## src/rtl/traffic_pkg.sv

```systemverilog
// rtl/traffic_pkg.sv - shared light encodings and phase enum for light controllers
package traffic_pkg;

  localparam logic [1:0] RED    = 2'b00;
  localparam logic [1:0] YELLOW = 2'b01;
  localparam logic [1:0] GREEN  = 2'b10;
  localparam logic [1:0] OFF    = 2'b11;

  typedef enum logic [2:0] {
    ALL_RED_A   = 3'd0,
    MAIN_GREEN  = 3'd1,
    MAIN_YELLOW = 3'd2,
    ALL_RED_B   = 3'd3,
    SIDE_GREEN  = 3'd4,
    SIDE_YELLOW = 3'd5,
    FLASH       = 3'd6
  } phase_e;

endpackage

```

## src/rtl/phase_timer.sv

```systemverilog
// rtl/phase_timer.sv - loadable down-counter that parks at zero
module phase_timer #(
  parameter int               CNT_W     = 6,
  parameter logic [CNT_W-1:0] RESET_VAL = '0
) (
  input  logic             clk,
  input  logic             reset,
  input  logic             load,
  input  logic [CNT_W-1:0] load_val,
  output logic             zero
);

  logic [CNT_W-1:0] count;

  // load wins over decrement; the count rests at zero until the next load
  always_ff @(posedge clk or negedge reset) begin
    if (!reset) begin
      count <= RESET_VAL;
    end else if (load) begin
      count <= load_val;
    end else if (count != '0) begin
      count <= count - CNT_W'(1);
    end
  end

  assign zero = (count == '0);

endmodule

```

## src/rtl/traffic_phase_scheduler.sv

```systemverilog
// rtl/traffic_phase_scheduler.sv - two-road phase sequencer, optional PED_CROSSING_EN walk support
module traffic_phase_scheduler #(
  parameter int GREEN_MAIN_CYC = 32,
  parameter int GREEN_SIDE_CYC = 16,
  parameter int YELLOW_CYC     = 4,
  parameter int ALLRED_CYC     = 2,
  parameter int FLASH_CYC      = 8,
  parameter int CNT_W          = 6
) (
  input  logic       clk,
  input  logic       reset,
  input  logic       side_req,
  input  logic       ped_req,
  input  logic       flash_en,
  output logic [1:0] main_light,
  output logic [1:0] side_light,
  output logic       walk,
  output logic [2:0] phase
);

  import traffic_pkg::*;

  localparam logic [CNT_W-1:0] LD_MAIN   = CNT_W'(GREEN_MAIN_CYC - 1);
  localparam logic [CNT_W-1:0] LD_SIDE   = CNT_W'(GREEN_SIDE_CYC - 1);
  localparam logic [CNT_W-1:0] LD_YELLOW = CNT_W'(YELLOW_CYC - 1);
  localparam logic [CNT_W-1:0] LD_ALLRED = CNT_W'(ALLRED_CYC - 1);
  localparam logic [CNT_W-1:0] LD_FLASH  = CNT_W'(FLASH_CYC - 1);

  phase_e           state, next_state;
  logic             toggle, next_toggle;
  logic             req_pending, req_in, enter_side;
  logic             load, zero;
  logic [CNT_W-1:0] load_val;
  logic [1:0]       main_next, side_next;

  phase_timer #(.CNT_W(CNT_W), .RESET_VAL(LD_ALLRED)) u_timer (
    .clk      (clk),
    .reset    (reset),
    .load     (load),
    .load_val (load_val),
    .zero     (zero)
  );

`ifdef PED_CROSSING_EN
  assign req_in = side_req | ped_req;
`else
  logic unused_ped;
  assign req_in     = side_req;
  assign unused_ped = ped_req;
`endif

  assign enter_side = (next_state == SIDE_GREEN) && (state != SIDE_GREEN);

  // next phase, timer reload and the light values the next phase will show
  always_comb begin
    next_state  = state;
    next_toggle = toggle;
    load        = 1'b0;
    load_val    = '0;
    main_next   = RED;
    side_next   = RED;
    case (state)
      ALL_RED_A:   if (zero) next_state = flash_en ? FLASH : MAIN_GREEN;
      MAIN_GREEN:  if (zero && req_pending) next_state = MAIN_YELLOW;
      MAIN_YELLOW: if (zero) next_state = ALL_RED_B;
      ALL_RED_B:   if (zero) next_state = flash_en ? FLASH : SIDE_GREEN;
      SIDE_GREEN:  if (zero) next_state = SIDE_YELLOW;
      SIDE_YELLOW: if (zero) next_state = ALL_RED_A;
      FLASH: begin
        if (zero) begin
          if (flash_en) begin
            next_toggle = ~toggle;
            load        = 1'b1;
            load_val    = LD_FLASH;
          end else begin
            next_state = ALL_RED_A;
          end
        end
      end
      default:     next_state = ALL_RED_A;
    endcase
    if (next_state != state) begin
      load        = 1'b1;
      next_toggle = 1'b0;
      case (next_state)
        MAIN_GREEN:  load_val = LD_MAIN;
        SIDE_GREEN:  load_val = LD_SIDE;
        MAIN_YELLOW,
        SIDE_YELLOW: load_val = LD_YELLOW;
        FLASH:       load_val = LD_FLASH;
        default:     load_val = LD_ALLRED;
      endcase
    end
    case (next_state)
      MAIN_GREEN:  main_next = GREEN;
      MAIN_YELLOW: main_next = YELLOW;
      SIDE_GREEN:  side_next = GREEN;
      SIDE_YELLOW: side_next = YELLOW;
      FLASH: begin
        main_next = next_toggle ? OFF : YELLOW;
        side_next = next_toggle ? OFF : RED;
      end
      default: begin
        main_next = RED;
        side_next = RED;
      end
    endcase
  end

  // phase, lights and request latch; a new request beats the clear on side green entry
  always_ff @(posedge clk or negedge reset) begin
    if (!reset) begin
      state       <= ALL_RED_A;
      toggle      <= 1'b0;
      main_light  <= RED;
      side_light  <= RED;
      req_pending <= 1'b0;
    end else begin
      state       <= next_state;
      toggle      <= next_toggle;
      main_light  <= main_next;
      side_light  <= side_next;
      req_pending <= req_in | (req_pending & ~enter_side);
    end
  end

`ifdef PED_CROSSING_EN
  logic ped_pending;

  // walk follows the pedestrian latch as sampled on side green entry
  always_ff @(posedge clk or negedge reset) begin
    if (!reset) begin
      ped_pending <= 1'b0;
      walk        <= 1'b0;
    end else begin
      ped_pending <= ped_req | (ped_pending & ~enter_side);
      if (enter_side) begin
        walk <= ped_pending;
      end else if (next_state != SIDE_GREEN) begin
        walk <= 1'b0;
      end
    end
  end
`else
  assign walk = 1'b0;
`endif

  assign phase = state;

endmodule
```

## config.mk

```make
export PLATFORM = sky130hd
export DESIGN_NAME = traffic_phase_scheduler
export DESIGN_NICKNAME = d
export VERILOG_FILES = /design/src/rtl/traffic_pkg.sv /design/src/rtl/phase_timer.sv /design/src/rtl/traffic_phase_scheduler.sv
export SDC_FILE = /design/constraint.sdc
export NUM_CORES = 1
export LEC_CHECK = 0
export BUFFER_PORTS_ARGS = -buffer_cell sky130_fd_sc_hd__buf_4
export CAP_MARGIN = 20
export CORE_MARGIN = 4
export CORE_UTILIZATION = 32
export CTS_BUF_LIST = sky130_fd_sc_hd__clkbuf_16
export CTS_CLUSTER_SIZE = 8
export DETAILED_ROUTE_END_ITERATION = 10
export PLACE_DENSITY_LB_ADDON = 0.05
export SLEW_MARGIN = 25
export SYNTH_ARGS = -nofsm -noshare
export SYNTH_HDL_FRONTEND = slang
export SYNTH_SLANG_ARGS = --single-unit
```

## constraint.sdc

```tcl
create_clock -name clk -period 2.28 [get_ports clk]
set_input_delay 0.114 -clock clk [delete_from_list [all_inputs] [get_ports clk]]
set_output_delay 0.114 -clock clk [all_outputs]
set_load 0.05 [all_outputs]
```

==> flow_summary.toml <==
[outcome]
status = "finished clean"

[global_route]
grt_start_max_net_pins = 19
grt_pass1_wl_um = 4430
antenna_found_initial = 0
grt-ovfl-total = 0
first_global_vias = 900
globalRouteTotalUtil = 0.136

[floorplan]
dieHeight_um = 65.2
core_area_um2 = 3080
dieArea_um2 = 4250
initial_core_util = 0.340
pin_count = 13
num_rows = 20
die_x_um = 65.2

[timing]
slew_headroom = 0.649
max_freq_ghz = 0.489
hold_slack_ns = 0.0542
tightest_slew_ns = 0.519
rsz0062_at_grt = "no"
setup_viol = 0
min_period_ns = 2.04
fin_setup_tns_ns = 0
finalHoldViolCount = 0
drv_slew = 0
finClkSkew_ns = 0.00136
period_share = 0.897

[final_layout]
num-nets-final = 134
syn2layout_area_growth_pct = 19.3
drive_above_1_share = 0.238
design_area_um2 = 1250
layout_common_cells = "14 x buf_4, 14 x dfrtp_1, 11 x nand2_1"
postLayoutCoreUtil = 0.405
diodes = 0

[routing]
num_vias = 845
drc_errors = 0
via_per_inst = 4.97
firstDrtPassIters = 4
wl_um = 2530
drt_iter0_drc = 23
wl_per_cell_um = 14.9
ant_nets = 0

[cts]
cts_max_level = 1
path_clk_slew_ns = 0.05
cts_tree = "built"
clk_latency_ns = 0.25
clk_path_buf_depth = 2
cts_root_buf = "clkbuf_16"
cts_buffers = 3
clock-sinks = 15

[placement]
place_hpwl_um = 1880
placed_area_um2 = 1150
port_buffers = 10
gp_congestion = 0.797

[run]
drv_cap = 0

[power]
ir_drop_mv = 0.713
seq_power_share = 0.310
internal_power_uw = 825
p_leak_nw = 0.510
p_sw_frac = 0.396
combPwrFrac = 0.434
power_density_nw_per_um2 = 1100
clockPowerShare = 0.256
p_sw_uw = 541
report.power.total_mw = 1.37

[synthesis]
synth_edf_count = 0
async_flop_share = 1.00
syn-cell-area_um2 = 1050
synth_area_per_cell_um2 = 9.10
ys_seq_elements = 15
yosysWarnings = 0
synth_cell_type_count = 49
ys.flop_type = "dfrtp_1"
synthCells = 115
seq_area_frac_synth = 0.360
synth_fp_nets = 122

[worst_setup_path]
cp_slowest_cell = "dfstp_2"
crit_path_end_kind = "register"
rr_endpoint = "side_light[1]$_DFF_PN0_"
path_class = "reg2reg"
max_stage_delay_ns = 0.53
reg2reg_depth = 7
reg2reg_setup_slack_ns = 0.24
crit_arrival_ns = 2.17
regToRegStartpoint = "u_timer.count[0]$_DFFE_PN1P_"
crit_chain = "inv_1 > ha_1 > nand2b_1 > nor2_4 > a21o_1 > a2111oi_4 > nor3_2"
startpoint_type = "register"
path_max_fanout = 7
worstPathRequired_ns = 2.40

[min_path]
holdPathEnd = "req_pending$_DFF_PN0_"
holdPathStages = 2
hp-class = "in2reg"
hold_start = "side_req"
metrics by stage:
step | instances | setup slack, ns
floorplan | 115 | 0.316
detailed placement | 165 | 0.222
finish | 170 | 0.236
global placement | 165 | 0.215
global route | 170 | 0.0652
CTS | 170 | 0.209
synth_stat cells, types with 3 or more instances:
cell	instances	share of area
a21oi_1	8	0.038
clkbuf_1	3	0.011
dfrtp_1	14	0.33
inv_1	5	0.018
nand2_1	11	0.039
nand2b_1	3	0.018
nand3_1	5	0.024
nor2_1	8	0.029
nor2b_1	3	0.018
xnor2_1	3	0.025
state kept, by name (all words and copies together), names as in the netlist:
register,count
u_timer.count,6
req_pending,1
phase,3
toggle,1
side_light,2
main_light,2
metal layers:
layer  wire length (µm)  GRT usage  vias to the layer above
li1                   -          -                      433
met1               1180      0.183                      391
met2               1210      0.215                       17
met3                112     0.0325                        4
met4                 30     0.0389                        0
met5                  0          0                        -
worst max-delay path by stage:
stage / startpoint / slack, ns / end
floorplan: phase[0]$_DFF_PN0_ / 0.32 / side_light[0]$_DFF_PN0_
global placement: u_timer.count[0]$_DFFE_PN1P_ / 0.22 / side_light[1]$_DFF_PN0_
detailed placement: u_timer.count[0]$_DFFE_PN1P_ / 0.22 / side_light[1]$_DFF_PN0_
CTS: u_timer.count[0]$_DFFE_PN1P_ / 0.21 / side_light[1]$_DFF_PN0_
global route: u_timer.count[1]$_DFFE_PN0P_ / 0.07 / side_light[0]$_DFF_PN0_
finish: u_timer.count[0]$_DFFE_PN1P_ / 0.24 / side_light[1]$_DFF_PN0_
layout make-up:
cell class,instances,area (µm²)
Clock buffer,3,75.1
Tap cell,44,55.1
Sequential cell,15,377
Clock inverter,1,7.51
Timing Repair Buffer,15,115
Multi-Input combinational cell,86,596
Inverter,6,22.5
Fill cell,309,1830
power groups by stage:
stage	Sequential (mW)	Clock (mW)	Combinational, mW
2_1_floorplan	0.509	0	0.380
3_3_place_gp	0.427	0	0.598
3_5_place_dp	0.428	0	0.595
4_1_cts	0.425	0.363	0.599
5_1_grt	0.440	0.374	0.658
6_report	0.423	0.350	0.593
critical path, delay by kind of cell, from the launching register on:
family | cells | cell delay [ns]
buf+inv | 1 | 0.08
simple gates | 3 | 0.44
compound gates | 2 | 0.62
flops | 1 | 0.53
fa+ha+maj | 1 | 0.24
kinds of logic after synthesis:
family | Yosys count | synth area share
mux | 2 | 0.0191
other cells | 1 | 0.00359
fa+ha+maj | 2 | 0.0239
xor+xnor | 5 | 0.0419
buf+inv | 14 | 0.0706
flops | 15 | 0.360
simple gates | 45 | 0.237
compound gates | 31 | 0.244
timing repair:
action,CTS,global route
setup buffers,0,0
hold buffers,1,0
resized for setup,0,0
hold endpoints to repair,15,0
No activity file was read; power rests on OpenSTA's default activity.
